[config.mk]
export PLATFORM = sky130hd
export DESIGN_NAME = ofm_write_back_flat
export DESIGN_NICKNAME = d
export VERILOG_FILES = /design/src/rtl/ofm_write_back_if.sv /design/src/rtl/ofm_write_back.sv /design/src/flat_wrapper.sv
export SDC_FILE = /design/constraint.sdc
export NUM_CORES = 1
export LEC_CHECK = 0
export ABC_CLOCK_PERIOD_IN_PS = 2700
export BUFFER_PORTS_ARGS = -buffer_cell sky130_fd_sc_hd__clkbuf_2
export CAP_MARGIN = 10
export CORE_AREA = 2 2 214 216
export CTS_CLUSTER_DIAMETER = 50
export DETAILED_ROUTE_END_ITERATION = 7
export DIE_AREA = 0 0 216 218
export PLACE_DENSITY = 0.77
export SLEW_MARGIN = 10
export SYNTH_ARGS = -nofsm -noshare
export SYNTH_HDL_FRONTEND = slang
export SYNTH_SLANG_ARGS = --single-unit
[constraint.sdc]
create_clock -name clk -period 2.7 [get_ports clk]
set_input_delay 0.54 -clock clk [delete_from_list [all_inputs] [get_ports clk]]
set_output_delay 0.54 -clock clk [all_outputs]
set_load 0.01 [all_outputs]
[src/rtl/ofm_write_back_if.sv]
// ofm_write_back_if: capture/stream bundle between the controller + PE array
// (master side) and the OFM write-back stage (slave side).
//   write_out_en : capture strobe, single-cycle pulse
//   pe_out       : SYSTOLIC_SIZE packed signed psums, element i at [i*PSUM_WIDTH +: PSUM_WIDTH]
//   busy/ofm_we  : drain in progress / OFM write enable (always equal)
//   ofm_addr     : OFM write address
//   ofm_data     : requantized word
//   layer_done   : pulse on the write to the last address of the layer
//   overflow     : sticky dropped-strobe flag
interface ofm_write_back_if #(
  parameter int SYSTOLIC_SIZE = 16,
  parameter int PSUM_WIDTH    = 32,
  parameter int DATA_WIDTH    = 16,
  parameter int ADDR_WIDTH    = 10
);
  logic                                  write_out_en;
  logic [SYSTOLIC_SIZE*PSUM_WIDTH-1:0]   pe_out;
  logic                                  busy;
  logic                                  ofm_we;
  logic [ADDR_WIDTH-1:0]                 ofm_addr;
  logic [DATA_WIDTH-1:0]                 ofm_data;
  logic                                  layer_done;
  logic                                  overflow;

  modport master (
    output write_out_en, pe_out,
    input  busy, ofm_we, ofm_addr, ofm_data, layer_done, overflow
  );

  modport slave (
    input  write_out_en, pe_out,
    output busy, ofm_we, ofm_addr, ofm_data, layer_done, overflow
  );
endinterface

[src/rtl/ofm_write_back.sv]
// ofm_write_back: captures SYSTOLIC_SIZE psums on a strobe, requantizes each
// (>>> FRAC_SHIFT, leaky ReLU by >>> LEAKY_SHIFT, saturate to DATA_WIDTH) and
// streams them one per cycle to OFM memory with a wrapping address.
//   clk, rst_n : clock, async active-low reset
//   bus        : ofm_write_back_if slave modport (strobe/psums in, OFM write port out)
module ofm_write_back #(
  parameter int SYSTOLIC_SIZE = 16,
  parameter int PSUM_WIDTH    = 32,
  parameter int DATA_WIDTH    = 16,
  parameter int FRAC_SHIFT    = 8,
  parameter int LEAKY_SHIFT   = 3,
  parameter int OFM_SIZE      = 1024,
  parameter int ADDR_WIDTH    = 10
) (
  input  logic             clk,
  input  logic             rst_n,
  ofm_write_back_if.slave  bus
);
  localparam int IDX_W = (SYSTOLIC_SIZE > 1) ? $clog2(SYSTOLIC_SIZE) : 1;
  localparam logic [IDX_W-1:0]      LAST_IDX  = IDX_W'(SYSTOLIC_SIZE-1);
  localparam logic [ADDR_WIDTH-1:0] LAST_ADDR = ADDR_WIDTH'(OFM_SIZE-1);
  localparam logic signed [PSUM_WIDTH-1:0] SAT_MAX =
    {{(PSUM_WIDTH-DATA_WIDTH+1){1'b0}}, {(DATA_WIDTH-1){1'b1}}};
  localparam logic signed [PSUM_WIDTH-1:0] SAT_MIN =
    {{(PSUM_WIDTH-DATA_WIDTH+1){1'b1}}, {(DATA_WIDTH-1){1'b0}}};

  typedef enum logic {S_IDLE, S_DRAIN} state_t;

  // Floor shift, leaky slope on negatives, then clip to the signed word range.
  function automatic logic [DATA_WIDTH-1:0] requant(input logic [PSUM_WIDTH-1:0] p);
    logic signed [PSUM_WIDTH-1:0] s;
    logic signed [PSUM_WIDTH-1:0] l;
    logic [DATA_WIDTH-1:0]        q;
    s = $signed(p) >>> FRAC_SHIFT;
    l = s[PSUM_WIDTH-1] ? (s >>> LEAKY_SHIFT) : s;
    if (l > SAT_MAX)      q = SAT_MAX[DATA_WIDTH-1:0];
    else if (l < SAT_MIN) q = SAT_MIN[DATA_WIDTH-1:0];
    else                  q = l[DATA_WIDTH-1:0];
    return q;
  endfunction

  state_t                                 r_state, w_nxt_state;
  logic [SYSTOLIC_SIZE-1:0][PSUM_WIDTH-1:0] r_shadow;
  logic [IDX_W-1:0]                       r_idx;     // element currently on the output
  logic [ADDR_WIDTH-1:0]                  r_wptr;    // address of the next write
  logic                                   r_we, r_done, r_ovf;
  logic [ADDR_WIDTH-1:0]                  r_addr;
  logic [DATA_WIDTH-1:0]                  r_data;

  logic                  w_last, w_capture, w_emit, w_drop;
  logic [IDX_W-1:0]      w_nxt_idx;
  logic [PSUM_WIDTH-1:0] w_psel;

  // Outputs are registered, so the word emitted after a capture edge must be
  // taken straight from pe_out; the shadow only serves the later elements.
  always_comb begin
    w_last      = 1'b0;
    w_capture   = 1'b0;
    w_emit      = 1'b0;
    w_drop      = 1'b0;
    w_nxt_idx   = r_idx + 1'b1;
    w_nxt_state = r_state;
    case (r_state)
      S_IDLE: begin
        w_capture = bus.write_out_en;
      end
      S_DRAIN: begin
        w_last    = (r_idx == LAST_IDX);
        w_capture = bus.write_out_en && w_last;
        w_drop    = bus.write_out_en && !w_last;
      end
      default: ;
    endcase
    w_emit = w_capture || (r_state == S_DRAIN && !w_last);
    if (w_capture) w_nxt_idx = '0;
    w_nxt_state = w_emit ? S_DRAIN : S_IDLE;
    w_psel = w_capture ? bus.pe_out[PSUM_WIDTH-1:0] : r_shadow[w_nxt_idx];
  end

  always_ff @(posedge clk or negedge rst_n) begin
    if (!rst_n) r_state <= S_IDLE;
    else        r_state <= w_nxt_state;
  end

  always_ff @(posedge clk or negedge rst_n) begin
    if (!rst_n) begin
      r_shadow <= '0;
      r_idx    <= '0;
      r_wptr   <= '0;
      r_we     <= 1'b0;
      r_done   <= 1'b0;
      r_ovf    <= 1'b0;
      r_addr   <= '0;
      r_data   <= '0;
    end else begin
      if (w_capture) r_shadow <= bus.pe_out;
      if (w_drop)    r_ovf    <= 1'b1;
      if (w_emit) begin
        r_idx  <= w_nxt_idx;
        r_we   <= 1'b1;
        r_addr <= r_wptr;
        r_data <= requant(w_psel);
        r_done <= (r_wptr == LAST_ADDR);
        r_wptr <= (r_wptr == LAST_ADDR) ? '0 : r_wptr + 1'b1;
      end else begin
        r_we   <= 1'b0;
        r_done <= 1'b0;
        r_addr <= '0;
        r_data <= '0;
      end
    end
  end

  assign bus.busy       = r_we;
  assign bus.ofm_we     = r_we;
  assign bus.ofm_addr   = r_addr;
  assign bus.ofm_data   = r_data;
  assign bus.layer_done = r_done;
  assign bus.overflow   = r_ovf;
endmodule

[src/flat_wrapper.sv]
// flat-port wrapper written by rule: the top's interface ports become plain ports
module ofm_write_back_flat 
#(
  parameter int SYSTOLIC_SIZE = 16,
  parameter int PSUM_WIDTH    = 32,
  parameter int DATA_WIDTH    = 16,
  parameter int FRAC_SHIFT    = 8,
  parameter int LEAKY_SHIFT   = 3,
  parameter int OFM_SIZE      = 1024,
  parameter int ADDR_WIDTH    = 10
)
  (clk, rst_n, bus_write_out_en, bus_pe_out, bus_busy, bus_ofm_we, bus_ofm_addr, bus_ofm_data, bus_layer_done, bus_overflow);
  ofm_write_back_if #(.SYSTOLIC_SIZE(SYSTOLIC_SIZE), .PSUM_WIDTH(PSUM_WIDTH), .DATA_WIDTH(DATA_WIDTH), .ADDR_WIDTH(ADDR_WIDTH)) bus_i ();
  input  logic clk;
  input  logic rst_n;
  input wire logic [$bits(bus_i.write_out_en)-1:0] bus_write_out_en;
  input wire logic [$bits(bus_i.pe_out)-1:0] bus_pe_out;
  output wire logic [$bits(bus_i.busy)-1:0] bus_busy;
  output wire logic [$bits(bus_i.ofm_we)-1:0] bus_ofm_we;
  output wire logic [$bits(bus_i.ofm_addr)-1:0] bus_ofm_addr;
  output wire logic [$bits(bus_i.ofm_data)-1:0] bus_ofm_data;
  output wire logic [$bits(bus_i.layer_done)-1:0] bus_layer_done;
  output wire logic [$bits(bus_i.overflow)-1:0] bus_overflow;
  assign bus_i.write_out_en = bus_write_out_en;
  assign bus_i.pe_out = bus_pe_out;
  assign bus_busy = bus_i.busy;
  assign bus_ofm_we = bus_i.ofm_we;
  assign bus_ofm_addr = bus_i.ofm_addr;
  assign bus_ofm_data = bus_i.ofm_data;
  assign bus_layer_done = bus_i.layer_done;
  assign bus_overflow = bus_i.overflow;
  ofm_write_back #(.SYSTOLIC_SIZE(SYSTOLIC_SIZE), .PSUM_WIDTH(PSUM_WIDTH), .DATA_WIDTH(DATA_WIDTH), .FRAC_SHIFT(FRAC_SHIFT), .LEAKY_SHIFT(LEAKY_SHIFT), .OFM_SIZE(OFM_SIZE), .ADDR_WIDTH(ADDR_WIDTH)) u_core (.clk(clk), .rst_n(rst_n), .bus(bus_i));
endmodule
==> results by group <==
STA
  • Post-route setup TNS: -3.557 ns
  • Worst rel slew slack: 58.96%
  • Final hold viol count: 0
  • Fmax: 0.3355 GHz
  • Final worst slack: -0.2807 ns
  • Final period util: 110.4%
  • RSZ-0062 raised after global routing: yes
  • Fin. max-slew vios: 0
  • Final setup skew: ~0.019 ns
  • Worst-Margin Slew: 0.6156 ns
  • Final setup fails: 15
  • Final min period: 2.981 ns

GRT
  • Tot GR Track Use: 31.23%
  • Vias in the first global route: 19060
  • Busiest grt layer: met2
  • First-pass GRT wire length: 112000 um
  • Gr ovfl total: 0
  • Met1 GRT Util: about 44%
  • Initial antenna violation count: 1
  • Met2 usage: between 40% and 50%
  • Pin count of the biggest net entering global routing: 99
  • M3 GR Usage: 5.551%

Floorplanning
  • Die Span Y: 218 um
  • I/O Pins: 545
  • Die area: ~47000 um^2
  • Row cnt: 78
  • Core region area: 44890 um^2
  • Initial Util: 44.67%
  • Die X-Extent: 216 um

Yosys
  • Async S/R FF share, synth: 100.0%
  • Number of enable flip-flop cells after synthesis: 0
  • Syn Area/Cell: 8.520 um^2
  • Yosys warns: 0
  • Syn nets: roughly 2900
  • Sequential-to-total area share from yosys stat: between 50% and 60%
  • Top_reg_cell synth: dfrtp_1
  • Yosys cell types: 73
  • #FFs+latches synth: 427
  • Cell Area, Synth: 20060 um^2
  • Syn Inst Count: between 2000 and 2500

Clocking
  • CTS sink cnt: 427
  • Worst-path clk slew: 0.06 ns
  • Clock latency on the worst-skew pair: around 0.6 ns
  • Clock H-tree levels: 2
  • Root buf cell: clkbuf_16
  • Largest buffer count on any clock path: 3
  • CTS buffer count: 50
  • CTS tree: yes

Worst setup path
  • Setup Crit Path Kind: reg -> reg
  • Required time worst endpoint: 3.16 ns
  • Critical path launch point type: register
  • Crit-path max FO: 6
  • Critical Path Sink Type: register
  • Flop-to-flop setup slack: -0.28 ns
  • CP Data Arrival Time: 3.44 ns

Routing
  • Post-DR vias/cell: approximately 5.5
  • DRC: 0
  • Total number of vias: 19360
  • Antenna viol nets, final: 0
  • TritonRoute pass-1 iters: 5
  • Total wire length: 74050 um
  • Wire per inst: 20.99 um
  • Drt first-iter violations: 1870

Power and ir drop
  • VDD IR max: 0.7554 mV
  • Total power: ~40 mW
  • Static leakage: 13.93 nW
  • Cell area power density: 1517 nW/um^2

Placed design
  • Port-buffer cells: 416
  • Dpl cell area: 24080 um^2
  • Gpl congestion: slightly below 1
  • Placed cells: about 3400
  • DP Wirelength: 54830 um

Final layout
  • Layout area overhead: 30.94%
  • Post-route insts no fill: 3528
  • Design area: 26260 um^2
  • Final Net Count: 3405
  • Antenna cells: 0
  • Layout cells sized above 1: 27.83%

Hold path
  • Hold Crit Class: in -> reg

Run status
  • Outcome: finished, violations left
  • Failing checks: setup timing

Run
  • Total of max-cap violations: 0
==> what timing repair did <==
item                                    4_1_cts  5_1_grt
buffers inserted                             14        3
gates resized for setup                      47       21
hold buffers                                  1        0
endpoints found under the hold margin        52        0
pin swaps                                    20        9
gates cloned                                  2        1
endpoints found under the setup margin       16       16
==> final timing paths <==
| check | start | to | depth (start not counted) |
|---|---|---|---|
| worst max-delay path | u_core.r_idx[0]$_DFFE_PN0N_ | u_core.bus.ofm_data[10]$_DFF_PN0_ | 10 |
| worst min-delay path | bus_pe_out[83] | u_core.r_shadow[83]$_DFFE_PN0P_ | 3 |
| worst max register to register | u_core.r_idx[0]$_DFFE_PN0N_ | u_core.bus.ofm_data[10]$_DFF_PN0_ | 10 |
| worst min register to register | u_core.r_shadow[337]$_DFFE_PN0P_ | u_core.r_shadow[337]$_DFFE_PN0P_ | 2 |
| max in group asynchronous | rst_n | u_core.r_shadow[366]$_DFFE_PN0P_ | 3 |
| min in group asynchronous | rst_n | u_core.r_shadow[464]$_DFFE_PN0P_ | 2 |
==> layer usage <==
layer  up-vias  part of all wire [%]  wire, um
met2       944                    45     33000
li1       8794                     -         -
met4         2                   3.9      2923
met3       169                   8.8      6490
met5         -                 0.018        13
met1      9451                    43     31620
==> per-stage QoR <==
stage / hold slack (ns) / worst slack (ns) / utilization [%]
floorplan: 0.2444 / 0.02901 / -
finish: 0.1283 / -0.2807 / 58.50
global route: 0.1306 / -0.3808 / 58.50
global placement: 0.4426 / -0.3872 / 53.63
detailed placement: 0.4553 / -0.4145 / 53.63
CTS: 0.1035 / -0.1663 / 58.16
==> Yosys cell counts (4+ instances only) <==
| cell type | count | area share (%) |
|---|---|---|
| nand2b_1 | 15 | 0.47 |
| a221oi_1 | 10 | 0.44 |
| mux4_2 | 12 | 1.3 |
| xnor2_1 | 6 | 0.26 |
| or2_2 | 5 | 0.16 |
| nand4_1 | 10 | 0.31 |
| inv_1 | 16 | 0.30 |
| nor2_1 | 32 | 0.60 |
| a32oi_1 | 5 | 0.22 |
| buf_1 | 5 | 0.094 |
| buf_4 | 9 | 0.34 |
| o31ai_1 | 6 | 0.22 |
| nor3_1 | 10 | 0.25 |
| nor2b_1 | 12 | 0.37 |
| a21oi_1 | 47 | 1.2 |
| nor3_2 | 4 | 0.20 |
| or3_1 | 4 | 0.12 |
| o22ai_1 | 12 | 0.37 |
| a211o_1 | 5 | 0.22 |
| a311oi_1 | 4 | 0.17 |
| o2111ai_1 | 8 | 0.35 |
| o211ai_1 | 23 | 0.86 |
| a2bb2oi_1 | 5 | 0.22 |
| a31oi_1 | 9 | 0.28 |
| nand3_1 | 59 | 1.5 |
| nor4_1 | 5 | 0.16 |
| clkbuf_1 | 101 | 1.9 |
| and3_1 | 7 | 0.22 |
| a211oi_1 | 7 | 0.26 |
| dfrtp_1 | 427 | 53 |
| mux2_2 | 16 | 0.90 |
| o21ai_0 | 72 | 1.8 |
| mux2i_1 | 64 | 3.2 |
| buf_2 | 44 | 1.1 |
| o221ai_1 | 21 | 0.92 |
| nand2_1 | 1192 | 22 |
==> worst max-delay path, cell delays in order (launching register included) <==
cell and delay [ns]:
dfrtp_4 0.49, ha_4 0.35, buf_6 0.11, mux4_2 0.52, nor2_4 0.12, a311o_1 0.16
nand3_2 0.10, or4_4 0.56, buf_8 0.17, nor3_2 0.16, o22ai_1 0.10
==> cells in the final DEF (no fill, tap or decap), drive strengths merged, types with 5 or more instances in the layout <==
master and instances:
a211o 5, a211oi 8, a21oi 47, a221oi 10, a2bb2oi 6, a311oi 5
a31oi 9, a32oi 5, and3 7, buf 225, clkbuf 487, clkinv 8
dfrtp 427, inv 26, mux2 16, mux2i 64, mux4 12, nand2 1194
nand2b 15, nand3 61, nand4 13, nor2 34, nor2b 12, nor3 14
nor4 5, o2111ai 8, o211ai 23, o21ai 74, o221ai 21, o22ai 13
o31ai 6, or2 6, xnor2 7
==> area by class of cell <==
type	instances	area [um^2]
clock buffer	71	1410
clock inverter	21	259.0
fill	3980	18630
inverter	18	72.57
multi-input combinational	1748	8902
sequential	427	10690
tap	600	750.7
timing repair buffer	643	4177
==> power breakdown <==
part	total (mW)	internal, mW	switching (mW)
Clock	6.88	4.06	2.82
Combinational	21.8	9.30	12.5
Sequential	11.1	9.36	1.76
==> flip-flops by register name, summed over array words and instances, names as in the netlist <==
name	cells
u_core.r_shadow	384
u_core.bus.ofm_data	16
u_core.bus.ofm_addr	10
u_core.r_wptr	10
u_core.r_idx	4
u_core.bus.layer_done	1
u_core.bus.overflow	1
u_core.r_state	1
==> cell families after synthesis <==
family | Yosys count | share of synthesized area (%)
adder cells (fa/ha/maj) | 2 | 0.1248
AO/OA/AOI/OAI | 268 | 9.127
XOR/XNOR | 11 | 0.6115
flip-flops | 427 | 53.28
buffers and inverters | 180 | 3.924
AND/OR/NAND/NOR | 1374 | 27.49
multiplexers | 92 | 5.440
Note: power is estimated with default switching activity, not from simulation.
